$ cat config.mk
export PLATFORM = sky130hd
export DESIGN_NAME = rr_edge_event_arbiter_flat
export DESIGN_NICKNAME = d
export VERILOG_FILES = /design/src/rtl/rr_edge_event_arbiter_if.sv /design/src/rtl/rr_edge_event_arbiter.sv /design/src/flat_wrapper.sv
export SDC_FILE = /design/constraint.sdc
export NUM_CORES = 1
export LEC_CHECK = 0
export BUFFER_PORTS_ARGS = -buffer_cell sky130_fd_sc_hd__buf_2
export CAP_MARGIN = 20
export CORE_ASPECT_RATIO = 0.7
export CORE_UTILIZATION = 50
export DETAILED_ROUTE_END_ITERATION = 10
export PLACE_DENSITY = 0.71
export RECOVER_POWER = 25
export SYNTH_ARGS = -nofsm -noshare
export SYNTH_HDL_FRONTEND = slang
export SYNTH_SLANG_ARGS = --single-unit
$ cat constraint.sdc
create_clock -name clk -period 3.6 [get_ports clk]
set_clock_uncertainty 0.1 [all_clocks]
set_input_delay 1.08 -clock clk [delete_from_list [all_inputs] [get_ports clk]]
set_output_delay 1.08 -clock clk [all_outputs]
set_load 0.1 [all_outputs]
$ cat src/rtl/rr_edge_event_arbiter_if.sv
// Event delivery channel: the arbiter drives index/valid and the consumer drives ready.
interface rr_edge_event_arbiter_if #(
   parameter int DATA_WIDTH = 8
);
   localparam int LB_DATA_WIDTH = $clog2(DATA_WIDTH);

   logic [LB_DATA_WIDTH-1:0] index;
   logic                     valid;
   logic                     ready;

   modport master (output index, output valid, input ready);
   modport slave  (input index, input valid, output ready);
endinterface

$ cat src/rtl/rr_edge_event_arbiter.sv
// Multi-channel edge-event collector: synchronise, detect edges, count pending events
// per channel and deliver channel indices one per valid/ready handshake in round-robin order.
module rr_edge_event_arbiter #(
   parameter int DATA_WIDTH  = 8,
   parameter int SYNC_STAGES = 2,
   parameter int PEND_WIDTH  = 3
) (
   input  logic                    clk,
   input  logic                    rstn,
   input  logic [DATA_WIDTH-1:0]   in_data,
   input  logic [DATA_WIDTH-1:0]   chan_en,
   input  logic [1:0]              edge_mode,
   input  logic                    clr_overflow,
   rr_edge_event_arbiter_if.master evt,
   output logic [DATA_WIDTH-1:0]   overflow
);
   localparam int LB_DATA_WIDTH = $clog2(DATA_WIDTH);
   localparam int WARM_W        = $clog2(SYNC_STAGES + 2);
   localparam logic [WARM_W-1:0]     WARM_INIT = WARM_W'(SYNC_STAGES + 1);
   localparam logic [PEND_WIDTH-1:0] PEND_MAX  = '1;

   logic [DATA_WIDTH-1:0]    sync_q [SYNC_STAGES];
   logic [DATA_WIDTH-1:0]    prev_q;
   logic [WARM_W-1:0]        warm_cnt;
   logic                     warmup;
   logic [DATA_WIDTH-1:0]    s, rise, fall, sel, ev, dec, eff, ovf_set;
   logic [PEND_WIDTH-1:0]    pend [DATA_WIDTH];
   logic [LB_DATA_WIDTH-1:0] index_q, ptr, nxt_ptr, start, winner;
   logic                     valid_q, xfer, found;
   logic [LB_DATA_WIDTH:0]   jw;

   assign evt.index = index_q;
   assign evt.valid = valid_q;

   // Synchroniser chain plus one-cycle delayed copy for edge detection
   always_ff @(posedge clk or negedge rstn) begin
      if (!rstn) begin
         for (int k = 0; k < SYNC_STAGES; k++) sync_q[k] <= '0;
         prev_q   <= '0;
         warm_cnt <= WARM_INIT;
      end else begin
         sync_q[0] <= in_data;
         for (int k = 1; k < SYNC_STAGES; k++) sync_q[k] <= sync_q[k-1];
         prev_q <= sync_q[SYNC_STAGES-1];
         if (warmup) warm_cnt <= warm_cnt - WARM_W'(1);
      end
   end

   assign warmup = (warm_cnt != '0);
   assign s      = sync_q[SYNC_STAGES-1];
   assign rise   = s & ~prev_q;
   assign fall   = ~s & prev_q;

   always_comb begin
      sel = '0;
      case (edge_mode)
         2'b01:   sel = rise;
         2'b10:   sel = fall;
         2'b11:   sel = rise | fall;
         default: sel = '0;
      endcase
   end

   assign ev   = chan_en & sel & {DATA_WIDTH{~warmup}};
   assign xfer = valid_q & evt.ready;

   // Eligibility ignores events arriving this cycle; a channel draining its last event drops out
   always_comb begin
      dec     = '0;
      eff     = '0;
      ovf_set = '0;
      for (int i = 0; i < DATA_WIDTH; i++) begin
         dec[i]     = xfer && (index_q == LB_DATA_WIDTH'(i));
         eff[i]     = (pend[i] != PEND_WIDTH'(dec[i]));
         ovf_set[i] = ev[i] && !dec[i] && (pend[i] == PEND_MAX);
      end
   end

   // Pending counters and sticky overflow (a new drop outranks a same-cycle clear)
   always_ff @(posedge clk or negedge rstn) begin
      if (!rstn) begin
         for (int i = 0; i < DATA_WIDTH; i++) pend[i] <= '0;
         overflow <= '0;
      end else begin
         for (int i = 0; i < DATA_WIDTH; i++) begin
            if (ev[i] && !dec[i]) begin
               if (pend[i] != PEND_MAX) pend[i] <= pend[i] + PEND_WIDTH'(1);
            end else if (dec[i] && !ev[i]) begin
               pend[i] <= pend[i] - PEND_WIDTH'(1);
            end
         end
         overflow <= ovf_set | (overflow & ~{DATA_WIDTH{clr_overflow}});
      end
   end

   // On a transfer the search already starts after the channel just served
   assign nxt_ptr = (index_q == LB_DATA_WIDTH'(DATA_WIDTH - 1)) ? '0 : index_q + LB_DATA_WIDTH'(1);
   assign start   = xfer ? nxt_ptr : ptr;

   always_comb begin
      found  = 1'b0;
      winner = start;
      jw     = '0;
      for (int k = 0; k < DATA_WIDTH; k++) begin
         jw = {1'b0, start} + (LB_DATA_WIDTH + 1)'(k);
         if (jw >= (LB_DATA_WIDTH + 1)'(DATA_WIDTH)) jw = jw - (LB_DATA_WIDTH + 1)'(DATA_WIDTH);
         if (!found && eff[jw[LB_DATA_WIDTH-1:0]]) begin
            found  = 1'b1;
            winner = jw[LB_DATA_WIDTH-1:0];
         end
      end
   end

   // Output register: holds while stalled, reloads when empty or consumed
   always_ff @(posedge clk or negedge rstn) begin
      if (!rstn) begin
         index_q <= '0;
         valid_q <= 1'b0;
         ptr     <= '0;
      end else begin
         if (xfer) ptr <= nxt_ptr;
         if (!valid_q || evt.ready) begin
            if (found) begin
               index_q <= winner;
               valid_q <= 1'b1;
            end else begin
               valid_q <= 1'b0;
            end
         end
      end
   end
endmodule

$ cat src/flat_wrapper.sv
// flat-port wrapper written by rule: the top's interface ports become plain ports
module rr_edge_event_arbiter_flat 
#(
   parameter int DATA_WIDTH  = 8,
   parameter int SYNC_STAGES = 2,
   parameter int PEND_WIDTH  = 3
)
  (clk, rstn, in_data, chan_en, edge_mode, clr_overflow, overflow, evt_index, evt_valid, evt_ready);
  rr_edge_event_arbiter_if #(.DATA_WIDTH(DATA_WIDTH)) evt_i ();
  input  logic clk;
  input  logic rstn;
  input  logic [DATA_WIDTH-1:0] in_data;
  input  logic [DATA_WIDTH-1:0] chan_en;
  input  logic [1:0] edge_mode;
  input  logic clr_overflow;
  output logic [DATA_WIDTH-1:0] overflow;
  output wire logic [$bits(evt_i.index)-1:0] evt_index;
  output wire logic [$bits(evt_i.valid)-1:0] evt_valid;
  input wire logic [$bits(evt_i.ready)-1:0] evt_ready;
  assign evt_index = evt_i.index;
  assign evt_valid = evt_i.valid;
  assign evt_i.ready = evt_ready;
  rr_edge_event_arbiter #(.DATA_WIDTH(DATA_WIDTH), .SYNC_STAGES(SYNC_STAGES), .PEND_WIDTH(PEND_WIDTH)) u_core (.clk(clk), .rstn(rstn), .in_data(in_data), .chan_en(chan_en), .edge_mode(edge_mode), .clr_overflow(clr_overflow), .evt(evt_i), .overflow(overflow));
endmodule
### Word-level counts from Yosys, hierarchy flattened

Index checks and enable logic that the tools add are counted.

* bits in registers: 65
* input bits: 22
* output and inout port bits: 12
* word-level logic and storage cells: 270

* $add $sub $neg: 33
* $lt $le $gt $ge: 16
* eq/ne operators: 42
* muxes and demuxes: 68
* bitwise logic cells: 12
* reduce and logical (&&, ||, !) cells: 83

Operators with widths (number)
* 3-bit two-way mux: 42
* 3-bit by 1-bit subtractor with 3-bit output (second input constant): 16
* 8-bit bitwise AND: 5
* 1-bit logical AND: 39
* 3-bit equality test (second input constant): 12
* 3-bit by 4-bit less-than comparator with 1-bit output (second input constant): 8
* 4-bit >= comparator (second input constant): 7
* 3-bit by 1-bit adder with 3-bit output (second input constant): 9
* 1-bit binary-select mux with 3-bit select: 8
* 1-bit zero test: 24
* 3-bit by 1-bit inequality test with 1-bit output: 8
* 3-bit inequality test (second input constant): 8
* 8-bit NOT: 3
* 8-bit one-hot mux with 3 select lines: 1
* 2-bit AND reduction: 9
* 2-bit nonzero test: 9
* 1-bit two-way mux: 17
* 3-bit by 3-bit adder with 4-bit output (second input constant): 4
* 2-bit inequality test (second input constant): 8
* 8-bit OR: 2
* 3-bit by 2-bit adder with 4-bit output (second input constant): 2
* 3-bit by 2-bit equality test with 1-bit output (second input constant): 2
* 3-bit by 1-bit adder with 4-bit output (second input constant): 1
* 2-bit equality test (second input constant): 2
* other kinds (8): 8

### Depth between registers and ports, before layout

* depth after elaboration: 30
* mapped depth: 15

### Worst setup path before layout

Ideal clock, no wire load.

* kind: register to register
* start point: register u_core.index_q[0], in the netlist u_core.evt.index[0]
* end point: register u_core.index_q[1], in the netlist u_core.evt.index[1]
* setup time: 0.095 ns
* arrival time: 4.166 ns
* data required time: 3.405 ns
* path slack: -0.761 ns
* cell stages (with the launch flop): 14
* path through: dfrtp_1 ha_1 ha_1 and4bb_4 nor2_8 ha_1 buf_1 inv_1 mux4_2 o221ai_1 nand3_2 o41ai_4 nand2_1 o31ai_1

* word-level cells in the longest chain between the ends: 30
* elaborated cells on any way between the ends: 105

RTL lines
* from (decl): RTL line rr_edge_event_arbiter.sv:28 `logic [LB_DATA_WIDTH-1:0] index_q, ptr, nxt_ptr, start, winner;`
* from (signal assigned): RTL line rr_edge_event_arbiter.sv:124 `index_q <= winner;`
* parallel branches: the longest is 30 deep, another holds 3-bit by 1-bit adder with 4-bit output

Parallel ways; which one is timed is not known. The select of a mux whose other input is x is not followed.
A chain may end at the register's enable or synchronous reset.

### Final worst setup path

* start point: input port evt_ready
* end point: register u_core.index_q[1], in the netlist u_core.evt.index[1]

* word-level cells in the longest chain between the ends: 29
* elaborated cells on any way between the ends: 97

RTL lines
* from (decl): RTL line flat_wrapper.sv:19 `input wire logic [$bits(evt_i.ready)-1:0] evt_ready;`
* parallel branches: the longest is 29 deep, another holds 3-bit by 1-bit adder with 4-bit output

Parallel ways; which one is timed is not known. The select of a mux whose other input is x is not followed.

==> results by group <==
Synth
  • Synthesized cell area: around 0.0045 mm2
  • Avg Inst Size Synth: ~9.8 um2
  • Post-Syn Instances: ~460
  • Post-synthesis sequential area ratio: 36.1%
  • Cell taking the most area after synthesis: dfrtp_1
  • Synthesized flop and latch total: 65
  • Syn Nets: between 500 and 600
  • Share of the synthesized area in the top cell type: around a third
  • Top post-synthesis cells by area: dfrtp_1 35%, ha_1 6.9%, inv_1 3.7%
  • Number of synthesized flops with an enable pin: 0
  • Top_reg_cell synth: dfrtp_1
  • Synth unique cells: between 60 and 70
  • Ys Warns: 0
  • Synth async-reset ratio: 100%

Clocking
  • CTS hold repair buffers: 0
  • CTS tree: built
  • Clock Sink Count: 65
  • CTS root buf: clkbuf_16
  • Clk buf depth: 2
  • Clock transition at path regs: around 0.05 ns
  • Worst-Skew Late Latency: 0.34 ns
  • CTS buffer count: 9
  • Total number of H-tree levels: 3

Cells and area
  • Fraction of layout cells with a size suffix above 1: 33.0%
  • Fin util: 67.2%
  • Syn-to-layout area delta: 28.3%
  • Ant. Diodes: 0
  • Net count reported at finish: 620
  • Final instance area: slightly below 0.006 mm2

GRT
  • First-pass GRT wire length: about 19000 um
  • Antenna violations before repair: 0
  • GR Overflow Total: 0
  • Number of global-route vias before repair: around 4.0k
  • Pin count of the biggest net entering global routing: 30
  • Gr usage total: roughly 28%

Route
  • Via Count: around 4k
  • Routed WL: 12000 um
  • Post-route antenna net violation count: 0
  • WL/cell: around 17 um
  • Drt drc: 0
  • Vias per cell: a little under 6
  • DRT iter0 DRCs: about 370
  • First-pass DRT Iterations: 5

Place
  • Placed Area: 0.00534 mm2
  • RePlAce Congestion: 0.918
  • Hpwl dp: between 9000 and 10000 um
  • Place WS: -0.359 ns
  • Port Buffers: 33

Outcome
  • Status: completed

Critical path
  • Worst Path Max Fanout: 9
  • Crit Path Class: primary input to register
  • Critical Path RT: approximately 3.7 ns
  • CP Cell Sequence: buf_12 > and4b_2 > nor2_4 > ha_4 > inv_4 > mux4_2 > nor2_2 > a21o_1 > nand2_2 > o211ai_1 > a32oi_2 > o31ai_1
  • Crit-path slowest cell: mux4_2
  • Cell family with the largest share of critical-path delay: compound AO/OA/AOI/OAI gates
  • CP peak stage delay: 0.62 ns
  • Crit. End Element: register
  • Bufs and invs on worst path: 2
  • Worst EP arrival: about 3.7 ns
  • Worst Setup Start Kind: primary input

Timing
  • Relative slew margins: 11.9%
  • Worst slew pin tran: approximately 1.3 ns
  • RSZ-0062 raised after global routing: true
  • Worst setup margin: roughly 0.075 ns
  • Hold Slack: about 0.25 ns
  • Final slew viol count: 0
  • Final setup vio count: 0
  • Final Hold Viols: 0
  • Crit share post-route: about 98%
  • F_max: around 0.28 GHz
  • Min Tclk post-route: roughly 3.5 ns

Power
  • Power density over the cells: 932 mW/mm2
  • Pleak: 2.59 nW
  • VDD IR max: around 0.5 mV

Die
  • Io pins: 34
  • Starting Density: a little over half
  • DIE AREA: 0.00942 mm2
  • Chip height: between 80 and 90 um
  • Core region area: roughly 0.0086 mm2
  • Die width: roughly 120 um
  • Row count: 28

Worst hold path
  • Hold WC Path Type: register to register

Run
  • Max-cap viol count: 0
==> worst reg2reg max path: stages, from the launching register on <==
cell and delay (ns):
dfrtp_4 0.49, ha_4 0.19, ha_4 0.17, and4b_2 0.33, nor2_4 0.06, ha_4 0.28
inv_4 0.06, mux4_2 0.62, nor2_2 0.17, a21o_1 0.20, nand2_2 0.12, o211ai_1 0.24
a32oi_2 0.13, o31ai_1 0.25
==> kinds of logic after synthesis <==
logic type	after synthesis	share of synthesized area, %
flops	65	36.1
buf+inv	63	6.35
fa+ha+maj	33	10.5
compound gates	112	17.4
xor+xnor	18	3.49
mux	35	10.0
simple gates	135	16.2
==> power breakdown <==
group,internal [mW],switching (mW),leakage [nW]
combinational,1.55,1.75,1.68
clock,0.553,0.313,0.144
sequential,0.936,0.297,0.766
==> cell usage after synthesis, drive strengths merged, types with 6 or more instances <==
cell and count:
mux2i 15, a211oi 6, o211ai 10, clkbuf 7, nand2 43, o22ai 16, a21oi 21, nor2 18
xor2 7, buf 9, mux2 15, fa 8, ha 25, nand3 28, nor3 17, dfrtp 63
nor3b 7, inv 46, xnor2 11, o21ai 21
==> registers in the layout, indices dropped and copies added, names as in the netlist <==
signal	cells
u_core.pend	24
u_core.overflow	8
u_core.prev_q	8
u_core.s	8
u_core.sync_q	8
u_core.evt.index	3
u_core.ptr	3
u_core.warm_cnt	2
u_core.evt.valid	1
==> repair_timing <==
item	4_1_cts	5_1_grt
resized for setup	5	19
pin swaps	1	14
buffers inserted	2	4
endpoints found under the setup margin	3	3
==> final timing paths <==
check / cells after the start / end / from / slack, ns
max: 12 / u_core.evt.index[1] / evt_ready / 0.08
min: 0 / u_core.s[4] / u_core.sync_q[12] / 0.25
max reg2reg: 13 / u_core.evt.index[1] / u_core.evt.index[0] / 0.08
min reg2reg: 0 / u_core.s[4] / u_core.sync_q[12] / 0.25
max in group asynchronous: 2 / u_core.warm_cnt[0] / rstn / 1.39
min in group asynchronous: 1 / u_core.prev_q[6] / rstn / 0.92
==> layout by cell type, fill, tap and decap left out, types with 5 or more instances in the layout <==
| cell type | count |
|---|---|
| buf_4 | 73 |
| dfrtp_1 | 59 |
| nand2_1 | 42 |
| inv_1 | 41 |
| buf_2 | 31 |
| nand3_1 | 27 |
| a21oi_1 | 21 |
| ha_1 | 21 |
| nor3_1 | 17 |
| o22ai_1 | 16 |
| nor2_1 | 15 |
| mux2i_1 | 13 |
| o21ai_0 | 13 |
| mux2_2 | 13 |
| o211ai_1 | 10 |
| xnor2_1 | 10 |
| clkbuf_16 | 9 |
| fa_1 | 8 |
| xor2_1 | 7 |
| nor3b_1 | 7 |
| o21ai_1 | 6 |
| a22oi_1 | 5 |
| a31o_2 | 5 |
| a211oi_1 | 5 |
| mux4_2 | 5 |
==> final cells by class <==
class,instances,area [um2]
Fill cell,697,2830
Multi-Input combinational cell,333,2750
Sequential cell,65,1640
Timing Repair Buffer,109,778
Clock buffer,13,250
Inverter,47,183
Tap cell,120,150
Clock inverter,3,40.0
==> metrics by stage <==
step           total power [mW]  cells  TNS, ns
3_5_place_dp               4.25    668    -1.02
3_3_place_gp               4.14    668   -0.807
5_1_grt                    5.70    690  -0.0220
6_report                   5.40    690        0
2_1_floorplan              3.12    461   -0.405
4_1_cts                    5.20    686        0
==> layer usage <==
metal	vias up	share of wire [%]	GRT usage [%]
li1	1885	-	-
met1	2009	45	36.4
met2	166	46	43.5
met3	34	7.7	8.27
met4	0	1.9	8.96
met5	-	0	0
Power figures use the tool's default switching activity.
